==> src/rtl/hex_display_pkg.sv <==
// Shared types and constants for the hex display arbiter.
package hex_display_pkg;

   localparam int DIGIT_W              = 4;
   localparam int NUM_DIGITS           = 6;
   localparam int VALUE_W              = DIGIT_W * NUM_DIGITS;
   localparam int DEFAULT_DWELL_CYCLES = 50_000_000;

   typedef enum logic {
      IDLE = 1'b0,
      SHOW = 1'b1
   } state_t;

endpackage

==> src/rtl/hex_display_arbiter_rr_next_valid.sv <==
// Rotating-priority search: first set bit of req_valid at start, start+1, ...
// wrapping modulo NUM_REQ.
module rr_next_valid
   import hex_display_pkg::*;
#(
   parameter  int NUM_REQ = 4,
   localparam int OWNER_W = $clog2(NUM_REQ)
) (
   input  logic [NUM_REQ-1:0] req_valid,
   input  logic [OWNER_W-1:0] start,
   output logic               found,
   output logic [OWNER_W-1:0] index
);

   logic [OWNER_W:0] cand;

   // Walk from the farthest offset down so the nearest valid candidate wins.
   always_comb begin
      found = 1'b0;
      index = '0;
      cand  = '0;
      for (int k = NUM_REQ - 1; k >= 0; k--) begin
         cand = {1'b0, start} + (OWNER_W+1)'(k);
         if (cand >= (OWNER_W+1)'(NUM_REQ)) begin
            cand = cand - (OWNER_W+1)'(NUM_REQ);
         end
         if (req_valid[cand[OWNER_W-1:0]]) begin
            found = 1'b1;
            index = cand[OWNER_W-1:0];
         end
      end
   end

endmodule

==> src/rtl/hex_display_arbiter.sv <==
// Round-robin time-slicing of the 6-digit hex display among NUM_REQ requesters,
// each grant held for DWELL_CYCLES unless the owner drops out first.
module hex_display_arbiter
   import hex_display_pkg::*;
#(
   parameter  int NUM_REQ      = 4,
   parameter  int DWELL_CYCLES = DEFAULT_DWELL_CYCLES,
   localparam int OWNER_W      = $clog2(NUM_REQ)
) (
   input  logic                       clk,
   input  logic                       reset,
   input  logic [NUM_REQ-1:0]         req_valid,
   input  logic [VALUE_W*NUM_REQ-1:0] req_value,
   output logic [VALUE_W-1:0]         disp_value,
   output logic                       disp_blank,
   output logic [OWNER_W-1:0]         disp_owner,
   output logic [NUM_REQ-1:0]         grant_pulse
);

   localparam int                 CNT_W      = $clog2(DWELL_CYCLES);
   localparam logic [CNT_W-1:0]   CNT_LAST   = CNT_W'(DWELL_CYCLES - 1);
   localparam logic [OWNER_W-1:0] OWNER_LAST = OWNER_W'(NUM_REQ - 1);

   state_t               state_q, state_d;
   logic [OWNER_W-1:0]   ptr_q, ptr_d;
   logic [CNT_W-1:0]     cnt_q, cnt_d;
   logic [VALUE_W-1:0]   disp_value_q, disp_value_d;
   logic                 disp_blank_q, disp_blank_d;
   logic [OWNER_W-1:0]   disp_owner_q, disp_owner_d;
   logic [NUM_REQ-1:0]   grant_pulse_q, grant_pulse_d;

   logic [VALUE_W-1:0]   req_value_arr [NUM_REQ];
   logic [NUM_REQ-1:0]   search_mask;
   logic [OWNER_W-1:0]   search_start;
   logic                 search_found;
   logic [OWNER_W-1:0]   search_idx;
   logic                 do_grant;
   logic                 do_idle;

   genvar gi;
   generate
      for (gi = 0; gi < NUM_REQ; gi++) begin : g_unpack
         assign req_value_arr[gi] = req_value[VALUE_W*gi +: VALUE_W];
      end
   endgenerate

   // While showing, ptr_q is the owner, so one search from ptr+1 with the
   // owner masked out serves IDLE grants, expiry rotation and owner drops.
   always_comb begin
      search_mask  = req_valid;
      search_start = (ptr_q == OWNER_LAST) ? '0 : ptr_q + OWNER_W'(1);
      if (state_q == SHOW) begin
         search_mask[ptr_q] = 1'b0;
      end
   end

   rr_next_valid #(
      .NUM_REQ (NUM_REQ)
   ) u_rr_next_valid (
      .req_valid (search_mask),
      .start     (search_start),
      .found     (search_found),
      .index     (search_idx)
   );

   always_comb begin
      state_d       = state_q;
      ptr_d         = ptr_q;
      cnt_d         = cnt_q;
      disp_value_d  = disp_value_q;
      disp_blank_d  = disp_blank_q;
      disp_owner_d  = disp_owner_q;
      grant_pulse_d = '0;
      do_grant      = 1'b0;
      do_idle       = 1'b0;

      case (state_q)
         IDLE: begin
            do_grant = search_found;
         end
         SHOW: begin
            if (!req_valid[ptr_q] || cnt_q == CNT_LAST) begin
               if (search_found) begin
                  do_grant = 1'b1;
               end else if (req_valid[ptr_q]) begin
                  cnt_d        = '0;
                  disp_value_d = req_value_arr[ptr_q];
               end else begin
                  do_idle = 1'b1;
               end
            end else begin
               cnt_d        = cnt_q + CNT_W'(1);
               disp_value_d = req_value_arr[ptr_q];
            end
         end
         default: do_idle = 1'b1;
      endcase

      if (do_grant) begin
         state_d                   = SHOW;
         ptr_d                     = search_idx;
         disp_owner_d              = search_idx;
         cnt_d                     = '0;
         disp_blank_d              = 1'b0;
         disp_value_d              = req_value_arr[search_idx];
         grant_pulse_d[search_idx] = 1'b1;
      end

      // ptr_q is left alone so the next search resumes after the last owner.
      if (do_idle) begin
         state_d      = IDLE;
         cnt_d        = '0;
         disp_blank_d = 1'b1;
         disp_value_d = '0;
         disp_owner_d = '0;
      end
   end

   always_ff @(posedge clk) begin
      if (reset) begin
         state_q       <= IDLE;
         ptr_q         <= OWNER_LAST;
         cnt_q         <= '0;
         disp_value_q  <= '0;
         disp_blank_q  <= 1'b1;
         disp_owner_q  <= '0;
         grant_pulse_q <= '0;
      end else begin
         state_q       <= state_d;
         ptr_q         <= ptr_d;
         cnt_q         <= cnt_d;
         disp_value_q  <= disp_value_d;
         disp_blank_q  <= disp_blank_d;
         disp_owner_q  <= disp_owner_d;
         grant_pulse_q <= grant_pulse_d;
      end
   end

   assign disp_value  = disp_value_q;
   assign disp_blank  = disp_blank_q;
   assign disp_owner  = disp_owner_q;
   assign grant_pulse = grant_pulse_q;

endmodule

==> config.mk <==
export PLATFORM = sky130hd
export DESIGN_NAME = hex_display_arbiter
export DESIGN_NICKNAME = d
export VERILOG_FILES = /design/src/rtl/hex_display_pkg.sv /design/src/rtl/hex_display_arbiter_rr_next_valid.sv /design/src/rtl/hex_display_arbiter.sv
export SDC_FILE = /design/constraint.sdc
export NUM_CORES = 1
export LEC_CHECK = 0
export CAP_MARGIN = 20
export CORE_MARGIN = 3
export CORE_UTILIZATION = 45
export CTS_BUF_LIST = sky130_fd_sc_hd__clkbuf_8
export CTS_CLUSTER_DIAMETER = 80
export DETAILED_ROUTE_END_ITERATION = 6
export PLACE_DENSITY = 0.74
export SYNTH_ARGS = -nofsm -noshare
export SYNTH_HDL_FRONTEND = slang
export SYNTH_SLANG_ARGS = --single-unit
export TNS_END_PERCENT = 5
==> constraint.sdc <==
create_clock -name clk -period 8.3 [get_ports clk]
set_input_delay 1.66 -clock clk [delete_from_list [all_inputs] [get_ports clk]]
set_output_delay 1.66 -clock clk [all_outputs]
set_load 0.02 [all_outputs]
# --- Yosys cells after proc, flatten, opt, wreduce, memory -nomap -nowiden ---
# Index checks and enable logic that the tools add are counted.
totals:
  regBits: 60
  output_inout_bits: 31
  elab_cells: 101
op_classes:
  n_bitwise: 6
  mux: 49
  n_eq_ne: 6
  n_addsub: 9
  magnitude_cmp: 14
  reduce_logical: 10
op_table:
  columns: ["op", "count"]
  rows:
  - ["24-bit 2-to-1 mux", 9]
  - ["24-bit binary-select mux with 2-bit select", 2]
  - ["26-bit 2-to-1 mux", 3]
  - ["26-bit by 1-bit adder with 26-bit output, second input constant", 1]
  - ["26-bit == test, second input constant", 1]
  - ["2-bit by 3-bit < comparator with 1-bit output, second input constant", 6]
  - ["2-bit 2-to-1 mux", 9]
  - ["1-bit 2-to-1 mux", 17]
  - ["3-bit >= comparator, second input constant", 5]
  - ["1-bit binary-select mux with 2-bit select", 5]
  - ["2-bit by 1-bit subtractor with 2-bit output, second input constant", 4]
  - ["2-bit by 2-bit adder with 3-bit output, second input constant", 2]
  - ["3-bit inequality test, second input constant", 2]
  - ["2-bit inverter with 3-bit output", 2]
  - ["3-bit AND reduction", 2]
  - ["4-bit bitwise AND", 1]
  - ["1-bit demux with 2-bit select", 2]
  - ["2-bit by 1-bit >= comparator with 1-bit output, second input constant", 2]
  - ["4-bit 2-to-1 mux", 1]
  - ["2-bit inequality test, second input constant", 2]
  - ["4-bit inverter", 1]
  - ["2-bit OR reduction", 2]
  - ["2-bit by 1-bit adder with 3-bit output, second input constant", 1]
  - ["2-bit by 3-bit >= comparator with 1-bit output, second input constant", 1]
  - ["9 further kinds", 11]

# --- Logic depth before layout (Yosys ltp) ---
depth:
  word_depth: 18
  depth_mapped: 12
  depth_no_buf: 8

# --- Hierarchy ---
# A second synthesis with hierarchy kept.
hier_totals:
  hier_cells: 413
  hier_area_um2: 4072.7
by_module_without_submodules:
  columns: ["module", "n_inst", "area_per_inst_um2", "seq_area_each_um2", "cells_per_inst"]
  rows:
  - ["hex_display_arbiter", 1, 3995.1, 1201.2, 400]
  - ["rr_next_valid", 1, 77.6, 0.0, 13]

# --- Least setup slack after synthesis ---
# Ideal clock, no wire load.
synth_timing:
  path_kind: "input -> register"
  startpoint: "input req_valid[0]"
  endpoint: "register disp_value_q[0], in the netlist disp_value[0]"
  setup_ns: 0.117
  path_slack_ns: 4.736
  cell_stages: 8
  arrival_ns: 3.447
  n_path_buf: 2
  path_cell_list: "a21boi_0 a211oi_4 and2_0 clkbuf_1 nor4_4 buf_4 nand3_1 a32o_1"
synth_between:
  elab_chain_len: 13
  word_cells_on_any_way: 41
  classes_between: "eq/ne (2); mux (32); bitwise (2); reduce/logical (5)"
synth_rtl:
  columns: ["item", "line_no", "rtl"]
  rows:
  - ["start, declared", "hex_display_arbiter.sv:12", "input logic [NUM_REQ-1:0] req_valid,"]
  - ["4-bit bitwise AND (no source line)", null, null]
  - ["4-bit 2-to-1 mux", "hex_display_arbiter.sv:52", "if (state_q == SHOW) begin"]
  - ["1-bit binary-select mux with 2-bit select", "hex_display_arbiter_rr_next_valid.sv:27", "if (req_valid[cand[OWNER_W-1:0]]) begin"]
  - ["1-bit 2-to-1 mux (implied by the code)", "hex_display_arbiter_rr_next_valid.sv:27", null]
  - ["1-bit 2-to-1 mux / 2-bit 2-to-1 mux (equally long branches) (4 in a row)", "hex_display_arbiter_rr_next_valid.sv:27", null]
  - ["1-bit 2-to-1 mux / 2-bit inverter with 3-bit output (equally long branches)", "hex_display_arbiter.sv:83, hex_display_arbiter.sv:105", null]
  - ["1-bit 2-to-1 mux / 24-bit binary-select mux with 2-bit select (equally long branches)", "hex_display_arbiter.sv:82, hex_display_arbiter.sv:105", null]
  - ["1-bit case mux with 2 select lines / 24-bit 2-to-1 mux (equally long branches)", "hex_display_arbiter.sv:77, hex_display_arbiter.sv:105", null]
  - ["3-bit inequality test (no source line) (tied with other cells)", null, null]
  - ["3-bit AND reduction (no source line) / 24-bit 2-to-1 mux (equally long branches)", null, null]
  - ["end signal, assigned", "hex_display_arbiter.sv:132", "disp_value_q <= disp_value_d;"]
  - ["end, declared", "hex_display_arbiter.sv:27", "logic [VALUE_W-1:0] disp_value_q, disp_value_d;"]
# Parallel ways exist; a longest one is shown, timed or not. The select of a mux whose other input is x is not followed.
# A chain may end at the register's enable or synchronous reset.

# --- Worst setup path in the final report ---
layout_timing:
  startpoint: "input req_valid[3]"
  endpoint: "register grant_pulse_q[2], in the netlist grant_pulse[2]"
layout_between:
  elab_chain_len: 13
  word_cells_on_any_way: 32
  classes_between: "order compare (2); mux (24); bitwise (2); reduce/logical (4)"
layout_rtl:
  columns: ["item", "line_no", "rtl"]
  rows:
  - ["parallel branches: the longest is 13 deep, another holds 2-bit by 3-bit < comparator with 1-bit output", null, null]
  - ["end signal, assigned", "hex_display_arbiter.sv:135", "grant_pulse_q <= grant_pulse_d;"]
  - ["end, declared", "hex_display_arbiter.sv:30", "logic [NUM_REQ-1:0] grant_pulse_q, grant_pulse_d;"]
# Several ways; the timed one is not identified. The select of a mux whose other input is x is not followed.

==> run metrics <==
outcome=complete, no violations; non-filler instance count after layout=772; Fin. Hold Viols=0; FILL cells=between 800 and 900; Horiz. Die Dim=about 100 µm; Final Core Density=around 64%; RSZ-0062 raised after global routing=false; fin crit share=between 60% and 70%; Leakage Power=between 2 and 2.5 nW; # setup viols final=0; Crit path required time=around 8600 ps; final WL=14.57 mm; height of the die=around 100 µm; TritonRoute pass-1 iters=5; critical-path cell list=clkdlybuf4s50_1 -> mux4_2 -> nand2_1 -> o21bai_1 -> nand2_1 -> or4_1 -> nor2_1; crit end category=flip-flop; Crit Path Max Fanout=30; die area=between 10000 and 15000 µm²; # rows=35; postcts setup bufs=0; CTS buffer count=9; H-tree Lvls=3; Final #Nets=745; largest net degree at the start of global routing=approximately 50; Clock Tree Buf Depth=2; clk root buf=clkbuf_8; EDFF count, synth=0; worst hold path type=reg2reg; vias per cell=between 6 and 7; Syn. warnings=0; I/O Buffers=132; Clk Latency, worst-skew pair=350 ps; CP top delay family=simple AND/OR/NAND/NOR gates; Placed Cells=about 760; WL per Instance=between 15 and 20 µm; Synth Cell Area=roughly 4400 µm²; setup tns final=0 ps; layout cell share with drive strength beyond 1=10.58%; total overflow reported by the global router=0; initial antenna violation count=0; cell repeated most along the worst path=nand2_1; Max rail drop VDD=0.1828 mV; Initial DRC Count=about 420; Hold Buf Count CTS=0; Crit-path slowest cell=mux4_2; Cells after Synth=around 540; critical path type=in2reg; Critical Path Start Type=primary input; mean area per synthesized cell=around 8.2 µm²; HPWL Detailed=10.14 mm; Antenna Cells=0; global-route usage over all layers=26.01%; CP max stage delay=slightly above 800 ps; slew at the pin with the worst max-slew slack=around 1100 ps; Max Cap Violations=0; fraction of registers with async set/reset=0%; total number of vias=4790; final clock skew=18.75 ps; pwr dens=approximately 330 nW/µm²; starting density of the core=between 40 and 50%; Tmin final=roughly 5300 ps; commonest non-fill, non-tap cell in the layout=clkdlybuf4s50_1; post-synth cell types=56; post-route cell area=around 6000 µm²; number of global-route vias before repair=~4800; Primary FF master, synth=dfxtp_1; DRC viols=0; pins over their slew limit=0; Worst-path clk slew=around 70 ps; most frequent cells in the layout=132 x clkdlybuf4s50_1, 101 x nand3_1, 59 x dfxtp_1, 45 x o21ai_0, 40 x nand2_1; sequential fraction of the synthesis area=a little over a quarter; TritonCTS clock tree=built; routability cong.=~0.82; Syn Nets=642; Slew HR=roughly a quarter; area of the multi-input gates=2964 µm²; cts repair resizes=0; crit path DAT=~5600 ps; Max Freq=between 0.15 and 0.2 GHz; register area=approximately 1200 µm²; Area growth, synth to finish=36.85%; Area after DPL=between 5000 and 6000 µm²; # clock sinks=60; I/O pin cnt=133; CORE AREA=approximately 9400 µm²; antenna-violating nets left=0; first-pass GRT wire length=around 24 mm; Buf/Inv on CP=1; FF+latch count, synth=60; PnR Total Power=between 1.5 and 2 mW
-- report_power, final --
group,total (mW),leakage (nW),internal [mW],switching (mW)
Sequential,0.404,0.492,0.359,0.0445
Clock,0.333,0.120,0.201,0.131
Combinational,1.22,1.45,0.511,0.712
Total,1.96,2.06,1.07,0.887
-- layer usage --
layer | wire (µm) | share of wire (%) | track usage (%) | vias to the layer above
li1 | - | - | - | 2248
met1 | 5968 | 41 | 33.40 | 2292
met2 | 7068 | 48 | 42.02 | 213
met3 | 1057 | 7.3 | 5.435 | 37
met4 | 480 | 3.3 | 11.90 | 0
met5 | 0 | 0 | 0 | -
-- registers in the layout (all words and copies together) (netlist names) --
register     cells
cnt_q           26
disp_value      24
grant_pulse      4
disp_owner       2
ptr_q            2
disp_blank       1
state_q          1
-- path summary, 6_finish.rpt --
path | cells after the start | startpoint | slack [ps] | to
setup / recovery | 7 | req_valid[3] | 3020 | grant_pulse[2]
hold / removal | 1 | disp_value[7] | 480 | disp_value[7]
setup reg to reg | 7 | ptr_q[1] | 4110 | grant_pulse[2]
hold reg to reg | 1 | disp_value[7] | 480 | disp_value[7]
-- cell type report --
cell class                      count  area share, %
Sequential cell                    60          20.05
Timing Repair Buffer              141          23.15
Multi-Input combinational cell    417          49.42
Clock inverter                      7          2.065
Clock buffer                        9          2.065
Tap cell                          129          2.691
Inverter                            9         0.5632
-- cell families (layout without fill, tap and decap cells) --
logic type	Yosys count	count (layout)	synth area share [%]
DFF	60	60	27.41
AOI/OAI and AO/OA	142	142	22.32
adders and majority gates	5	5	1.427
muxes	28	28	13.53
xor gates and xnor gates	16	16	3.197
buffers and inverters	58	166	5.452
and+or+nand+nor	226	226	26.66
-- synthesized netlist by cell type (2+ instances only) --
library cell / instances / area, µm²
o21a_1: 2 / 15.01
o21ai_0: 46 / 230.2
mux2i_1: 3 / 30.03
nor3_1: 3 / 15.01
a31o_2: 4 / 35.03
nand2_1: 40 / 150.1
and3b_1: 2 / 17.52
nor4b_1: 9 / 78.83
nand2b_1: 2 / 12.51
clkbuf_1: 33 / 123.9
nand3_1: 101 / 505.5
a32o_1: 24 / 240.2
and3_1: 4 / 25.02
ha_1: 5 / 62.56
o21bai_1: 2 / 15.01
buf_1: 5 / 18.77
nor3b_1: 3 / 22.52
and4_1: 4 / 35.03
a32oi_1: 2 / 17.52
a21o_1: 3 / 22.52
o21ai_1: 5 / 25.02
or4_1: 2 / 15.01
a31oi_1: 2 / 12.51
nor4_1: 8 / 50.05
dfxtp_1: 60 / 1201
nand4_1: 6 / 37.54
nor2_1: 33 / 123.9
mux4_2: 25 / 563.0
or3_1: 2 / 12.51
buf_4: 3 / 22.52
buf_2: 8 / 40.04
a21oi_1: 35 / 175.2
inv_1: 9 / 33.78
xnor2_1: 16 / 140.1
o21ba_2: 2 / 20.02
a211o_1: 2 / 17.52
-- stage by stage --
| stage | worst slack [ps] | hold WS (ps) |
|---|---|---|
| after detailed placement | 2729 | 458.3 |
| final | 3018 | 475.9 |
| after global routing | 2785 | 508.2 |
| after floorplan | 4736 | 447.8 |
| after CTS | 3081 | 482.8 |
| after global placement | 2889 | 449.6 |
No activity file was read; power rests on OpenSTA's default activity.
